### config.mk
export PLATFORM = sky130hd
export DESIGN_NAME = genie_mem_bridge_flat
export DESIGN_NICKNAME = d
export VERILOG_FILES = /design/src/rtl/genie_mem_pkg.sv /design/src/rtl/genie_mem_bridge_if.sv /design/src/rtl/genie_rd_lat_cnt.sv /design/src/rtl/genie_mem_bridge.sv /design/src/flat_wrapper.sv
export SDC_FILE = /design/constraint.sdc
export NUM_CORES = 1
export LEC_CHECK = 0
export ABC_AREA = 1
export ABC_CLOCK_PERIOD_IN_PS = 2900
export CAP_MARGIN = 10
export CORE_MARGIN = 4
export CORE_UTILIZATION = 50
export DETAILED_ROUTE_END_ITERATION = 7
export PLACE_DENSITY = 0.87
export SLEW_MARGIN = 20
export SYNTH_ARGS = -nofsm -noshare
export SYNTH_HDL_FRONTEND = slang
export SYNTH_SLANG_ARGS = --single-unit
### constraint.sdc
create_clock -name clk -period 2.9 [get_ports clk]
set_clock_uncertainty 0.05 [all_clocks]
set_input_delay 0.58 -clock clk [delete_from_list [all_inputs] [get_ports clk]]
set_output_delay 0.58 -clock clk [all_outputs]
set_load 0.02 [all_outputs]
### src/rtl/genie_mem_pkg.sv
// genie_mem_pkg: shared types and helpers for the Genie memory bridge.
//   GENIE_ADDR_W / GENIE_DATA_W : Genie data-bus address / data widths
//   state_e                     : bridge FSM states
//   req_t                       : request captured on leaving IDLE
//   addr_oor()                  : true when an address does not fit in the SRAM
package genie_mem_pkg;

  localparam int GENIE_ADDR_W = 26;
  localparam int GENIE_DATA_W = 32;

  typedef enum logic [2:0] {
    ST_IDLE,
    ST_WR,
    ST_RD_ISSUE,
    ST_RD_WAIT,
    ST_RD_RESP
  } state_e;

  typedef struct packed {
    logic [GENIE_ADDR_W-1:0] addr;
    logic [GENIE_DATA_W-1:0] data;
  } req_t;

  // Any set bit at or above position aw makes the address unreachable.
  function automatic logic addr_oor(input logic [GENIE_ADDR_W-1:0] addr,
                                    input int unsigned aw);
    logic [GENIE_ADDR_W-1:0] hi_mask;
    hi_mask = '1;
    hi_mask = hi_mask << aw;
    return |(addr & hi_mask);
  endfunction

endpackage

### src/rtl/genie_mem_bridge_if.sv
// genie_mem_bridge_if: Genie single-outstanding data bus.
//   write channel : wvalid/waddr/wdata (master) -> wready pulse (slave)
//   read channel  : rvalid/raddr (master) -> rready pulse + rdata (slave)
// Requests are held by the master until the matching ready pulse.
interface genie_mem_bridge_if;
  logic                                   wvalid;
  logic                                   wready;
  logic [genie_mem_pkg::GENIE_ADDR_W-1:0] waddr;
  logic [genie_mem_pkg::GENIE_DATA_W-1:0] wdata;
  logic                                   rvalid;
  logic                                   rready;
  logic [genie_mem_pkg::GENIE_ADDR_W-1:0] raddr;
  logic [genie_mem_pkg::GENIE_DATA_W-1:0] rdata;

  modport master (output wvalid, waddr, wdata, rvalid, raddr,
                  input  wready, rready, rdata);
  modport slave  (input  wvalid, waddr, wdata, rvalid, raddr,
                  output wready, rready, rdata);
endinterface

### src/rtl/genie_rd_lat_cnt.sv
// genie_rd_lat_cnt: SRAM read-latency down-counter.
//   load : preload RD_LAT-1 (issued in the SRAM access cycle)
//   en   : count down while waiting, stops at zero
//   done : counter is zero, read data is on mem_rdata this cycle
module genie_rd_lat_cnt #(
  parameter int RD_LAT = 1
) (
  input  logic clk,
  input  logic rst_n,
  input  logic load,
  input  logic en,
  output logic done
);

  localparam int CW = 2;  // covers RD_LAT-1 up to 3

  logic [CW-1:0] cnt_q;

  always_ff @(posedge clk or negedge rst_n) begin
    if (!rst_n)                   cnt_q <= '0;
    else if (load)                cnt_q <= CW'(RD_LAT - 1);
    else if (en && cnt_q != '0)   cnt_q <= cnt_q - 1'b1;
  end

  assign done = (cnt_q == '0);

endmodule

### src/rtl/genie_mem_bridge.sv
// genie_mem_bridge: Genie data bus -> synchronous single-port SRAM.
//   clk, rst_n        : clock, async active-low reset
//   bus (slave)       : Genie write/read request channels
//   mem_en/mem_we     : SRAM strobe / write enable
//   mem_addr/wdata    : SRAM address / write data
//   mem_rdata         : SRAM read data, RD_LAT cycles after mem_en
//   err_clr/err       : sticky out-of-range flag and its clear
//   rd_cnt/wr_cnt     : completed read / write counters (mod 2^32)
// One request at a time; writes win over a simultaneous read so a read of
// the same address always observes the write.
module genie_mem_bridge
  import genie_mem_pkg::*;
#(
  parameter int MEM_AW = 16,
  parameter int RD_LAT = 1
) (
  input  logic                    clk,
  input  logic                    rst_n,
  genie_mem_bridge_if.slave       bus,
  output logic                    mem_en,
  output logic                    mem_we,
  output logic [MEM_AW-1:0]       mem_addr,
  output logic [GENIE_DATA_W-1:0] mem_wdata,
  input  logic [GENIE_DATA_W-1:0] mem_rdata,
  input  logic                    err_clr,
  output logic                    err,
  output logic [31:0]             rd_cnt,
  output logic [31:0]             wr_cnt
);

  state_e                  state_q, state_d;
  req_t                    req_q, req_d;
  logic [GENIE_DATA_W-1:0] rdata_q;
  logic                    err_q;
  logic [31:0]             rd_cnt_q, wr_cnt_q;

  logic cnt_load, cnt_en, cnt_done, rd_capture;
  logic req_oor;

  assign req_oor = addr_oor(req_q.addr, MEM_AW);

  genie_rd_lat_cnt #(.RD_LAT(RD_LAT)) u_lat (
    .clk  (clk),
    .rst_n(rst_n),
    .load (cnt_load),
    .en   (cnt_en),
    .done (cnt_done)
  );

  // RD_WAIT always lasts at least one cycle: it is the cycle in which
  // mem_rdata for the access issued in RD_ISSUE is valid and sampled.
  always_comb begin
    state_d    = state_q;
    req_d      = req_q;
    cnt_load   = 1'b0;
    cnt_en     = 1'b0;
    rd_capture = 1'b0;
    unique case (state_q)
      ST_IDLE: begin
        if (bus.wvalid) begin
          state_d = ST_WR;
          req_d   = '{addr: bus.waddr, data: bus.wdata};
        end else if (bus.rvalid) begin
          state_d = ST_RD_ISSUE;
          req_d   = '{addr: bus.raddr, data: '0};
        end
      end
      ST_WR:       state_d = ST_IDLE;
      ST_RD_ISSUE: begin
        cnt_load = 1'b1;
        state_d  = ST_RD_WAIT;
      end
      ST_RD_WAIT: begin
        cnt_en = 1'b1;
        if (cnt_done) begin
          rd_capture = 1'b1;
          state_d    = ST_RD_RESP;
        end
      end
      ST_RD_RESP:  state_d = ST_IDLE;
      default:     state_d = ST_IDLE;
    endcase
  end

  always_ff @(posedge clk or negedge rst_n) begin
    if (!rst_n) begin
      state_q  <= ST_IDLE;
      req_q    <= '0;
      rdata_q  <= '0;
      err_q    <= 1'b0;
      rd_cnt_q <= '0;
      wr_cnt_q <= '0;
    end else begin
      state_q <= state_d;
      req_q   <= req_d;
      // An unreachable address never touched the SRAM, so return zero.
      if (rd_capture) rdata_q <= req_oor ? '0 : mem_rdata;
      // Setting wins over a same-cycle clear.
      if ((state_q == ST_WR || state_q == ST_RD_RESP) && req_oor) err_q <= 1'b1;
      else if (err_clr)                                            err_q <= 1'b0;
      if (state_q == ST_WR)      wr_cnt_q <= wr_cnt_q + 32'd1;
      if (state_q == ST_RD_RESP) rd_cnt_q <= rd_cnt_q + 32'd1;
    end
  end

  // All outputs decode registered state only; no input reaches an output
  // combinationally.
  assign mem_en     = (state_q == ST_WR || state_q == ST_RD_ISSUE) && !req_oor;
  assign mem_we     = (state_q == ST_WR) && !req_oor;
  assign mem_addr   = req_q.addr[MEM_AW-1:0];
  assign mem_wdata  = req_q.data;
  assign bus.wready = (state_q == ST_WR);
  assign bus.rready = (state_q == ST_RD_RESP);
  assign bus.rdata  = (state_q == ST_RD_RESP) ? rdata_q : '0;
  assign err        = err_q;
  assign rd_cnt     = rd_cnt_q;
  assign wr_cnt     = wr_cnt_q;

endmodule

### src/flat_wrapper.sv
// flat-port wrapper written by rule: the top's interface ports become plain ports
module genie_mem_bridge_flat import genie_mem_pkg::*;
#(
  parameter int MEM_AW = 16,
  parameter int RD_LAT = 1
)
  (clk, rst_n, mem_en, mem_we, mem_addr, mem_wdata, mem_rdata, err_clr, err, rd_cnt, wr_cnt, bus_wvalid, bus_waddr, bus_wdata, bus_rvalid, bus_raddr, bus_wready, bus_rready, bus_rdata);
  genie_mem_bridge_if bus_i ();
  input  logic clk;
  input  logic rst_n;
  output logic mem_en;
  output logic mem_we;
  output logic [MEM_AW-1:0] mem_addr;
  output logic [GENIE_DATA_W-1:0] mem_wdata;
  input  logic [GENIE_DATA_W-1:0] mem_rdata;
  input  logic err_clr;
  output logic err;
  output logic [31:0] rd_cnt;
  output logic [31:0] wr_cnt;
  input wire logic [$bits(bus_i.wvalid)-1:0] bus_wvalid;
  input wire logic [$bits(bus_i.waddr)-1:0] bus_waddr;
  input wire logic [$bits(bus_i.wdata)-1:0] bus_wdata;
  input wire logic [$bits(bus_i.rvalid)-1:0] bus_rvalid;
  input wire logic [$bits(bus_i.raddr)-1:0] bus_raddr;
  output wire logic [$bits(bus_i.wready)-1:0] bus_wready;
  output wire logic [$bits(bus_i.rready)-1:0] bus_rready;
  output wire logic [$bits(bus_i.rdata)-1:0] bus_rdata;
  assign bus_i.wvalid = bus_wvalid;
  assign bus_i.waddr = bus_waddr;
  assign bus_i.wdata = bus_wdata;
  assign bus_i.rvalid = bus_rvalid;
  assign bus_i.raddr = bus_raddr;
  assign bus_wready = bus_i.wready;
  assign bus_rready = bus_i.rready;
  assign bus_rdata = bus_i.rdata;
  genie_mem_bridge #(.MEM_AW(MEM_AW), .RD_LAT(RD_LAT)) u_core (.clk(clk), .rst_n(rst_n), .bus(bus_i), .mem_en(mem_en), .mem_we(mem_we), .mem_addr(mem_addr), .mem_wdata(mem_wdata), .mem_rdata(mem_rdata), .err_clr(err_clr), .err(err), .rd_cnt(rd_cnt), .wr_cnt(wr_cnt));
endmodule
==> metrics.txt <==
# TYPE chip_impl_metric gauge
chip_impl_metric{name="routed_wl",unit="mm"} 22.2
chip_impl_metric{name="fin_crit_sh",unit=""} 0.954
chip_impl_info{name="ys_top_cells_by_count",value="160 x sky130_fd_sc_hd__dfrtp_1, 154 x sky130_fd_sc_hd__nand2_1, 139 x sky130_fd_sc_hd__inv_1, 104 x sky130_fd_sc_hd__nand3_1, 98 x sky130_fd_sc_hd__nor2_1"} 1
chip_impl_metric{name="start_util",unit=""} 0.511
chip_impl_metric{name="cts.hold.buffers_added",unit=""} 0
chip_impl_metric{name="post-dp-hpwl",unit="mm"} 16.8
chip_impl_metric{name="number_of_global_route_vias_before_repair",unit=""} 7117
chip_impl_info{name="outcome",value="finished, final reports clean"} 1
chip_impl_info{name="cts_tree",value="done"} 1
chip_impl_metric{name="timing.final.hold_violations",unit=""} 0
chip_impl_metric{name="global_route.overflow_total",unit=""} 0
chip_impl_metric{name="die_width",unit="um"} 136
chip_impl_metric{name="remaining_drc_errors",unit=""} 0
chip_impl_info{name="regToRegStartpoint",value="u_core.state_q[0]"} 1
chip_impl_info{name="largest_delay_share_family_worst_path",value="buffers and inverters"} 1
chip_impl_metric{name="port_buffers",unit=""} 269
chip_impl_metric{name="clkSinkCount",unit=""} 160
chip_impl_info{name="critical_path.slowest_cell",value="sky130_fd_sc_hd__clkdlybuf4s50_1"} 1
chip_impl_metric{name="synth_async_sr_flop_share",unit=""} 1.00
chip_impl_info{name="min_path_type",value="input pin to async pin"} 1
chip_impl_metric{name="syn-instance-count",unit=""} 987
chip_impl_metric{name="clkTransAtPathRegs",unit="ns"} 0.06
chip_impl_info{name="timing.critical_path.cells",value="nor2_1, nand2_1, buf_4, nor2_1, clkdlybuf4s50_1"} 1
chip_impl_info{name="cpMostUsedCell",value="sky130_fd_sc_hd__nor2_1"} 1
chip_impl_metric{name="antenna_violations_before_repair",unit=""} 0
chip_impl_metric{name="chipHeight",unit="um"} 136
chip_impl_metric{name="detailroute.via_count",unit=""} 7327
chip_impl_metric{name="first_pass_iters",unit=""} 5
chip_impl_metric{name="timing.final.max_slew_violations",unit=""} 0
chip_impl_metric{name="timing.critical_path.slowest_cell_delay",unit="ns"} 0.64
chip_impl_metric{name="leakagePower",unit="nW"} 4.82
chip_impl_metric{name="crit_required",unit="ns"} 2.27
chip_impl_metric{name="post_cts_setup_buffers",unit=""} 0
chip_impl_metric{name="synth_warnings",unit=""} 0
chip_impl_info{name="yosysTopAreaCell",value="sky130_fd_sc_hd__dfrtp_1"} 1
chip_impl_info{name="yosys.cell_count.top_type",value="sky130_fd_sc_hd__dfrtp_1"} 1
chip_impl_metric{name="grt_max_degree",unit=""} 70
chip_impl_metric{name="worst-r2r-setup-slack",unit="ns"} 0.91
chip_impl_metric{name="seq_area_frac_synth",unit=""} 0.492
chip_impl_metric{name="vdd_drop_max",unit="V"} 0.000521
chip_impl_metric{name="placement_rows",unit=""} 46
chip_impl_metric{name="synthesis.area",unit="mm^2"} 0.00814
chip_impl_metric{name="max-slew-margin-rel",unit=""} 0.471
chip_impl_metric{name="synth_top_cell_area_share",unit=""} 0.492
chip_impl_metric{name="first_iter_violations",unit=""} 568
chip_impl_info{name="synth-main-ff-cell",value="sky130_fd_sc_hd__dfrtp_1"} 1
chip_impl_metric{name="critical_path_maximum_fanout",unit=""} 32
chip_impl_metric{name="critPathBufInv",unit=""} 2
chip_impl_metric{name="post_route_cells_drive_above_1_share",unit=""} 0.0598
chip_impl_metric{name="gp_routability_congestion",unit=""} 0.874
chip_impl_metric{name="cts_repair_resize_count",unit=""} 0
chip_impl_metric{name="clock_tree.htree_level_count",unit=""} 4
chip_impl_metric{name="cts_buffers",unit=""} 17
chip_impl_metric{name="wire_length_of_the_first_global_routing_pass",unit="mm"} 35.4
chip_impl_metric{name="worst_hold_slack",unit="ns"} 0.0978
chip_impl_metric{name="viasPerCell",unit=""} 5.10
chip_impl_metric{name="power_density",unit="mW/mm^2"} 718
chip_impl_metric{name="worstPathArrival",unit="ns"} 2.14
chip_impl_metric{name="setup_viol",unit=""} 0
chip_impl_metric{name="synthesis.nets",unit=""} 1111
chip_impl_metric{name="gr-usage-all-layers",unit=""} 0.242
chip_impl_info{name="setup.worst_path.start_class",value="flip-flop"} 1
chip_impl_metric{name="postSynthAreaPerCell",unit="um^2"} 8.25
chip_impl_metric{name="postSynthRegisterBits",unit=""} 160
chip_impl_metric{name="synthDistinctLibCells",unit=""} 35
chip_impl_info{name="worst_r2r_endpoint",value="u_core.mem_wdata[6]"} 1
chip_impl_metric{name="io_count",unit=""} 270
chip_impl_metric{name="clk_latency",unit="ns"} 0.42
chip_impl_metric{name="core_region_area",unit="mm^2"} 0.0159
chip_impl_info{name="setup.worst_path.end_class",value="output pin"} 1
chip_impl_metric{name="final_routed_wire_length_divided_by_cell_count",unit="um"} 15.4
chip_impl_metric{name="fin_nets",unit=""} 1331
chip_impl_info{name="grt_setup_unrepaired",value="no"} 1
chip_impl_metric{name="worstMarginPinSlew",unit="ns"} 0.793
chip_impl_info{name="ctsRootBufferMaster",value="sky130_fd_sc_hd__clkbuf_16"} 1
chip_impl_metric{name="time_the_final_worst_path_needs_with_i_o_delays_and_setup",unit="ns"} 2.77
chip_impl_info{name="synth.top_cells.by_area",value="sky130_fd_sc_hd__dfrtp_1 49%, sky130_fd_sc_hd__nand2_1 7.1%, sky130_fd_sc_hd__inv_1 6.4%"} 1
chip_impl_metric{name="cap_violations",unit=""} 0
chip_impl_info{name="critPathKind",value="flip-flop to output pin"} 1
chip_impl_metric{name="antenna_left",unit=""} 0
chip_impl_metric{name="design.die.area",unit="mm^2"} 0.0184
chip_impl_metric{name="area_growth_from_synthesis_to_layout",unit="%"} 39.0
chip_impl_metric{name="number_of_flops_mapped_to_enable_cells_by_yosys",unit=""} 0
chip_impl_metric{name="max_root_sink_buffers",unit=""} 2
chip_impl_metric{name="worstRegToRegCells",unit=""} 6
chip_impl_metric{name="max_freq",unit="MHz"} 361
chip_impl_metric{name="timing.setup.tns",unit="ns"} 0
chip_impl_metric{name="antenna-diode-count",unit=""} 0
kinds of logic after synthesis:
| family | share of synthesized area |
|---|---|
| compound gates | 0.0880 |
| xor+xnor | 0.0463 |
| fa+ha+maj | 0.00461 |
| buf+inv | 0.132 |
| flops | 0.492 |
| simple gates | 0.238 |
final cells by class:
class / instances / area [um^2]
clock inverters: 11 / 140
clock buffers: 21 / 440
flip-flops and latches: 160 / 4000
repair buffers: 284 / 2850
fillers: 1202 / 4620
multi-input cells: 603 / 3080
inverters: 141 / 529
well taps: 216 / 270
registers in the layout, indices dropped and copies added (netlist names):
name	flops
u_core.mem_wdata	32
u_core.wr_cnt	32
u_core.err	1
u_core.rdata_q	32
u_core.rd_cnt	32
u_core.state_q	3
u_core.req_q	10
u_core.mem_addr	16
u_core.u_lat.cnt_q	2
metal layers:
metal,GRT usage,share of wire
met5,0,0
met4,0.109,0.038
met3,0.0632,0.079
met2,0.417,0.49
met1,0.286,0.39
how the worst max path moves through the flow:
stage,startpoint,end,slack (ns),cells after the start
floorplan,u_core.state_q[0],bus_rdata[10],0.98,5
global placement,u_core.state_q[2],mem_we,0.63,4
detailed placement,u_core.state_q[0],bus_rdata[24],0.57,5
CTS,u_core.state_q[0],bus_rdata[8],0.12,5
global route,u_core.state_q[0],bus_rdata[12],0.009,5
finish,u_core.state_q[0],bus_rdata[8],0.13,5
layout by cell type (no fill, tap or decap), types with 7 or more instances in the layout:
master,netlist,final
sky130_fd_sc_hd__o21a_1,21,21
sky130_fd_sc_hd__or2_2,16,16
sky130_fd_sc_hd__buf_4,50,11
sky130_fd_sc_hd__or2_0,7,7
sky130_fd_sc_hd__nor3_1,14,14
sky130_fd_sc_hd__nand4_1,22,22
sky130_fd_sc_hd__nand3_1,104,104
sky130_fd_sc_hd__o21ai_0,88,88
sky130_fd_sc_hd__nand2_1,154,154
sky130_fd_sc_hd__o211ai_1,7,7
sky130_fd_sc_hd__clkdlybuf4s50_1,0,267
sky130_fd_sc_hd__inv_1,139,139
sky130_fd_sc_hd__xnor2_1,24,24
sky130_fd_sc_hd__nor2_1,98,97
sky130_fd_sc_hd__dfrtp_1,160,160
sky130_fd_sc_hd__xor2_1,19,19
sky130_fd_sc_hd__clkbuf_16,0,17
power by group:
group | switching, W | internal, W | leakage [nW]
logic | 0.00160 | 0.00125 | 2.45
clock network | 0.000883 | 0.00135 | 0.273
registers | 0.000290 | 0.00276 | 2.10
stage by stage:
step	util	power (W)	cell area [um^2]	setup WS, ns	std cells
final	0.710	0.00813	11300	0.133	1436
after global routing	0.710	0.00857	11300	0.00889	1436
after CTS	0.710	0.00818	11300	0.122	1436
after detailed placement	0.674	0.00594	10700	0.575	1404
after global placement	0.674	0.00586	10700	0.625	1404
after floorplan	-	0.00499	8140	0.979	987
(Power assumes the default switching activity.)
